==> src/rtl/dpram_arb_pkg.sv <==
// Shared types for the dual-port RAM arbiter: core index, port select and
// the modulo-NCORE pointer increment.
package dpram_arb_pkg;

   // Sized for the largest supported cluster so every instance shares one index type.
   localparam int unsigned MaxCore = 8;
   localparam int unsigned IdxW    = $clog2(MaxCore);

   typedef logic [IdxW-1:0] core_idx_t;

   typedef enum logic [1:0] {PORT_NONE, PORT_A, PORT_B} port_sel_t;

   function automatic core_idx_t idx_inc(input core_idx_t idx, input int unsigned n);
      int unsigned nxt;
      nxt = 32'(idx) + 32'd1;
      return (nxt >= n) ? '0 : core_idx_t'(nxt);
   endfunction

endpackage

==> src/rtl/rr_dual_pick.sv <==
// Combinational round-robin picker that finds up to two winners per cycle and
// skips a second writer that targets the same address as the port-A writer.
module rr_dual_pick
   import dpram_arb_pkg::*;
#(
   parameter int unsigned NCORE = 2,
   parameter int unsigned AW    = 8
) (
   input  logic                en_i,
   input  core_idx_t           ptr_i,
   input  logic [NCORE-1:0]    req_i,
   input  logic [NCORE-1:0]    we_i,
   input  logic [NCORE*AW-1:0] addr_i,
   output core_idx_t           idx_a_o,
   output logic                vld_a_o,
   output core_idx_t           idx_b_o,
   output logic                vld_b_o,
   output logic                conflict_o
);

   int unsigned   pos;
   logic          a_we;
   logic [AW-1:0] a_addr;

   always_comb begin
      idx_a_o    = '0;
      vld_a_o    = 1'b0;
      idx_b_o    = '0;
      vld_b_o    = 1'b0;
      conflict_o = 1'b0;
      pos        = 0;
      a_we       = 1'b0;
      a_addr     = '0;
      for (int k = 0; k < NCORE; k++) begin
         pos = (32'(ptr_i) + 32'(k)) % NCORE;
         for (int j = 0; j < NCORE; j++) begin
            if (en_i && pos == 32'(j) && req_i[j]) begin
               if (!vld_a_o) begin
                  vld_a_o = 1'b1;
                  idx_a_o = core_idx_t'(j);
                  a_we    = we_i[j];
                  a_addr  = addr_i[j*AW +: AW];
               end else if (!vld_b_o) begin
                  // Same-address write pair: the later core loses and retries.
                  if (a_we && we_i[j] && a_addr == addr_i[j*AW +: AW]) begin
                     conflict_o = 1'b1;
                  end else begin
                     vld_b_o = 1'b1;
                     idx_b_o = core_idx_t'(j);
                  end
               end
            end
         end
      end
   end

endmodule

==> src/rtl/dpram_port_arb.sv <==
// Front end that shares one true dual-port RAM among NCORE cores: two grants
// per cycle, read return tagging, mixed-port write forwarding, conflict count.
module dpram_port_arb
   import dpram_arb_pkg::*;
#(
   parameter int unsigned NCORE = 2,
   parameter int unsigned AW    = 8,
   parameter int unsigned DW    = 16,
   parameter int unsigned CNTW  = 16
) (
   input  logic                clk,
   input  logic                rst,
   input  logic [NCORE-1:0]    req,
   input  logic [NCORE-1:0]    we,
   input  logic [NCORE*AW-1:0] addr,
   input  logic [NCORE*DW-1:0] wdata,
   output logic [NCORE-1:0]    gnt,
   output logic [NCORE-1:0]    rvalid,
   output logic [NCORE*DW-1:0] rdata,
   output logic [AW-1:0]       ram_addr_a,
   output logic [AW-1:0]       ram_addr_b,
   output logic [DW-1:0]       ram_data_a,
   output logic [DW-1:0]       ram_data_b,
   output logic                ram_we_a,
   output logic                ram_we_b,
   input  logic [DW-1:0]       ram_q_a,
   input  logic [DW-1:0]       ram_q_b,
   output logic [CNTW-1:0]     conflict_cnt
);

   core_idx_t       rr_ptr_q, rr_ptr_d;
   core_idx_t       idx_a, idx_b;
   logic            vld_a, vld_b, conflict;
   port_sel_t       core_port [NCORE];

   logic            rd_a_q, rd_a_d, rd_b_q, rd_b_d;
   core_idx_t       own_a_q, own_b_q;
   logic            fwd_a_q, fwd_a_d, fwd_b_q, fwd_b_d;
   logic [DW-1:0]   fwd_data_a_q, fwd_data_b_q;
   logic [CNTW-1:0] cnt_q, cnt_d;
   logic [DW-1:0]   hold_q [NCORE];
   logic [DW-1:0]   rdata_lane [NCORE];

   // Holding the picker disabled in reset keeps grants and RAM writes low.
   rr_dual_pick #(
      .NCORE (NCORE),
      .AW    (AW)
   ) u_pick (
      .en_i       (rst),
      .ptr_i      (rr_ptr_q),
      .req_i      (req),
      .we_i       (we),
      .addr_i     (addr),
      .idx_a_o    (idx_a),
      .vld_a_o    (vld_a),
      .idx_b_o    (idx_b),
      .vld_b_o    (vld_b),
      .conflict_o (conflict)
   );

   always_comb begin
      ram_addr_a = '0;
      ram_data_a = '0;
      ram_we_a   = 1'b0;
      ram_addr_b = '0;
      ram_data_b = '0;
      ram_we_b   = 1'b0;
      gnt        = '0;
      for (int i = 0; i < NCORE; i++) begin
         core_port[i] = PORT_NONE;
         if (vld_a && idx_a == core_idx_t'(i)) begin
            ram_addr_a   = addr[i*AW +: AW];
            ram_data_a   = wdata[i*DW +: DW];
            ram_we_a     = we[i];
            core_port[i] = PORT_A;
         end
         if (vld_b && idx_b == core_idx_t'(i)) begin
            ram_addr_b   = addr[i*AW +: AW];
            ram_data_b   = wdata[i*DW +: DW];
            ram_we_b     = we[i];
            core_port[i] = PORT_B;
         end
         gnt[i] = (core_port[i] != PORT_NONE);
      end
   end

   always_comb begin
      rr_ptr_d = rr_ptr_q;
      if (vld_a) rr_ptr_d = idx_inc(vld_b ? idx_b : idx_a, NCORE);
      rd_a_d  = vld_a && !ram_we_a;
      rd_b_d  = vld_b && !ram_we_b;
      fwd_a_d = rd_a_d && ram_we_b && (ram_addr_a == ram_addr_b);
      fwd_b_d = rd_b_d && ram_we_a && (ram_addr_a == ram_addr_b);
      cnt_d   = cnt_q;
      if (conflict && cnt_q != '1) cnt_d = cnt_q + 1'b1;
   end

   always_ff @(posedge clk or negedge rst) begin
      if (!rst) begin
         rr_ptr_q     <= '0;
         rd_a_q       <= 1'b0;
         rd_b_q       <= 1'b0;
         own_a_q      <= '0;
         own_b_q      <= '0;
         fwd_a_q      <= 1'b0;
         fwd_b_q      <= 1'b0;
         fwd_data_a_q <= '0;
         fwd_data_b_q <= '0;
         cnt_q        <= '0;
         for (int i = 0; i < NCORE; i++) hold_q[i] <= '0;
      end else begin
         rr_ptr_q     <= rr_ptr_d;
         rd_a_q       <= rd_a_d;
         rd_b_q       <= rd_b_d;
         own_a_q      <= idx_a;
         own_b_q      <= idx_b;
         fwd_a_q      <= fwd_a_d;
         fwd_b_q      <= fwd_b_d;
         fwd_data_a_q <= ram_data_b;
         fwd_data_b_q <= ram_data_a;
         cnt_q        <= cnt_d;
         for (int i = 0; i < NCORE; i++) hold_q[i] <= rdata_lane[i];
      end
   end

   always_comb begin
      rvalid = '0;
      rdata  = '0;
      for (int i = 0; i < NCORE; i++) begin
         rdata_lane[i] = hold_q[i];
         if (rd_a_q && own_a_q == core_idx_t'(i)) begin
            rvalid[i]     = 1'b1;
            rdata_lane[i] = fwd_a_q ? fwd_data_a_q : ram_q_a;
         end
         if (rd_b_q && own_b_q == core_idx_t'(i)) begin
            rvalid[i]     = 1'b1;
            rdata_lane[i] = fwd_b_q ? fwd_data_b_q : ram_q_b;
         end
         rdata[i*DW +: DW] = rdata_lane[i];
      end
   end

   assign conflict_cnt = cnt_q;

endmodule
==> config.mk <==
export PLATFORM = sky130hd
export DESIGN_NAME = dpram_port_arb
export DESIGN_NICKNAME = d
export VERILOG_FILES = /design/src/rtl/dpram_arb_pkg.sv /design/src/rtl/rr_dual_pick.sv /design/src/rtl/dpram_port_arb.sv
export SDC_FILE = /design/constraint.sdc
export NUM_CORES = 1
export LEC_CHECK = 0
export BUFFER_PORTS_ARGS = -buffer_cell sky130_fd_sc_hd__buf_2
export CAP_MARGIN = 20
export CORE_AREA = 2 2 118 120
export DETAILED_ROUTE_END_ITERATION = 6
export DIE_AREA = 0 0 120 122
export GPL_ROUTABILITY_DRIVEN = 0
export GPL_TIMING_DRIVEN = 0
export PLACE_DENSITY = 0.68
export SLEW_MARGIN = 20
export SYNTH_ARGS = -nofsm -noshare
export SYNTH_HDL_FRONTEND = slang
export SYNTH_HIERARCHICAL = 1
export SYNTH_SLANG_ARGS = --single-unit
==> constraint.sdc <==
create_clock -name clk -period 5 [get_ports clk]
set_clock_uncertainty 0.05 [all_clocks]
set_input_delay 0.25 -clock clk [delete_from_list [all_inputs] [get_ports clk]]
set_output_delay 0.25 -clock clk [all_outputs]
set_load 0.05 [all_outputs]
==> metrics.md <==
| Metric | Value |
|---|---|
| Critical path class | `primary input to primary output` |
| Die H | `122 um` |
| Warnings from Yosys | `6` |
| Sw Share | `0.360` |
| Leakage power figure | `0.00317 uW` |
| Post-CTS Hold Buffers | `1` |
| Tot GR Track Use | `0.205` |
| Internal power | `between 1000 and 1500 uW` |
| Total Power | `2260 uW` |
| WP data required | `roughly 4.7 ns` |
| Worst path most repeated cell | `buf_6` |
| Clk slew on worst S/H paths | `roughly 0.06 ns` |
| Via count | `4,602` |
| CTS Buf Count | `9` |
| CP bufs+invs | `8` |
| Maximum VDD drop | `about 0.17 mV` |
| Initial Util | `0.382` |
| Arr. time, crit path | `4.18 ns` |
| Maximum buffer depth of the clock tree | `2` |
| Fill count | `1,302` |
| Worst path slowest cell | `dlygate4sd3_1` |
| Antenna viol nets, final | `0` |
| Residual DRC | `0` |
| P&R area growth vs syn | `29.6%` |
| Multi-input gate area | `2640 um^2` |
| Final Max Slew Viols | `0` |
| Pre-Repair DR Iteration Count | `4` |
| Status | `finished, final reports clean` |
| CP max stage delay | `0.54 ns` |
| Vias/cell | `4.94` |
| Core box area | `13,500 um^2` |
| CP startpoint kind | `primary input` |
| Post-detail-place hpwl | `11,700 um` |
| Register area | `~2300 um^2` |
| Clock share of power | `0.322` |
| Layout cells sized above 1 | `0.348` |
| RSZ-0062 raised after global routing | `no` |
| Clock latency on the worst-skew pair | `0.34 ns` |
| Total grt overflow | `0` |
| PortBufs | `186` |
| Row cnt | `43` |
| Antenna violations before repair | `1` |
| CTS H-Tree Depth | `3` |
| Worst-Margin Slew | `0.652 ns` |
| Final Hold Fails | `0` |
| Postcts setup bufs | `0` |
| Syn Area/Cell | `between 9 and 10 um^2` |
| Post-CTS resize count | `0` |
| Die Area | `14,600 um^2` |
| Initial drt markers | `263` |
| Final setup vio count | `0` |
| Antenna Cells | `0` |
| First-pass GRT wire length | `23,400 um` |
| Delay-heaviest family, CP | `buffers and inverters` |
| Commonest non-fill, non-tap cell in the layout | `buf_2` |
| Sink Count | `91` |
| Slew margin rel. | `0.564` |
| Number of global-route vias before repair | `4,452` |
| CTS root buf | `clkbuf_16` |
| Fmax | `0.223 GHz` |
| Crit-path cells | `dlygate4sd3_1 > buf_6 > buf_16 > inv_1 > o21ai_0 > nand4_1 > or3b_1 > o311a_1 > or3b_1 > buf_6 > buf_6 > clkbuf_1 > nor2_1 > buf_2` |
| Dpl ws | `~1.1 ns` |
| Max cap viols | `0` |
| Largest net degree at the start of global routing | `50` |
| Critical Path End Type | `primary output` |
| Most frequent cells in the layout | `buf_2, dfrtp_1, nand2_1` |
| I/O pin cnt | `188` |
| Cell Pwr Density | `338 nW/um^2` |
| Layout net count | `about 840` |
| WL final | `roughly 15,000 um` |
| Post-synthesis cell count | `546` |
| Min Tclk post-route | `4.48 ns` |
| Max FO, Critical Path | `49` |
| Mapped Area | `5150 um^2` |
| Final worst slack | `0.518 ns` |
| Hold WC Path Type | `primary input to register` |
| CTS tree | `built` |
| Period utilization | `0.896` |
| Die X | `between 100 and 150 um` |
| Seq pwr share | `0.374` |
| Switching pwr | `813 uW` |
| Combinational share of power | `0.304` |
| DR WL/cell | `16.2 um` |
-- flip-flops by register name (all words and copies together) (netlist names) --
register	flops
fwd_b_q	1
own_b_q	3
rd_b_q	1
own_a_q	3
hold_q	32
conflict_cnt	16
rr_ptr_q	1
fwd_data_b_q	16
fwd_data_a_q	16
rd_a_q	1
fwd_a_q	1
-- routing by layer --
layer | track usage | vias to the layer above | routed length [um]
met5 | 0 | - | 13
met4 | 0.0610 | 2 | 214
met3 | 0.0417 | 18 | 778
met2 | 0.338 | 136 | 7410
met1 | 0.272 | 2161 | 6640
li1 | - | 2285 | -
-- power by group through the flow --
stage | logic (uW) | clock network, uW | registers, uW
final | 685 | 727 | 844
after global routing | 729 | 779 | 852
after CTS | 685 | 745 | 843
after detailed placement | 683 | 0 | 852
after global placement | 674 | 0 | 854
after floorplan | 494 | 0 | 848
-- worst reg2reg max path, delay by kind of cell (launching register included) --
kind / cells / cell delay, ns
XOR/XNOR: 1 / 0.15
AO/OA/AOI/OAI: 3 / 0.78
AND/OR/NAND/NOR: 5 / 1.28
buffers and inverters: 2 / 0.33
flip-flops: 1 / 0.38
-- layout make-up --
| class | count | area share |
|---|---|---|
| Inverter | 16 | 0.00899 |
| Buffer | 35 | 0.0286 |
| Clock buffer | 10 | 0.0358 |
| Clock inverter | 5 | 0.0116 |
| Sequential cell | 91 | 0.341 |
| Tap cell | 180 | 0.0337 |
| Timing Repair Buffer | 188 | 0.146 |
| Multi-Input combinational cell | 407 | 0.395 |
-- stage by stage --
stage	TNS (ns)	cell area [um^2]	hold WS (ns)	instances	util
2_1_floorplan	0	5170	-0.0956	549	-
3_3_place_gp	-1.23	6320	0.426	915	0.468
3_5_place_dp	0	6360	0.167	916	0.471
4_1_cts	0	6680	0.113	932	0.495
5_1_grt	0	6680	0.126	932	0.495
6_report	0	6680	0.133	932	0.495
-- path summary, 6_finish.rpt --
check                                        startpoint                          to  slack (ns)  cells after the start
worst max-delay path                                rst              ram_data_b[14]        0.52                     14
worst min-delay path                             req[0]        own_a_q[0]$_DFF_PN0_        0.13                      2
worst max register to register  rr_ptr_q[0]$_DFFE_PN0P_           fwd_a_q$_DFF_PN0_        1.92                     11
worst min register to register  rr_ptr_q[0]$_DFFE_PN0P_     rr_ptr_q[0]$_DFFE_PN0P_        0.44                      2
max in group asynchronous                           rst        hold_q[31]$_DFF_PN0_        3.97                      3
min in group asynchronous                           rst  fwd_data_a_q[11]$_DFF_PN0_        0.35                      2
No activity file was read; power rests on OpenSTA's default activity.
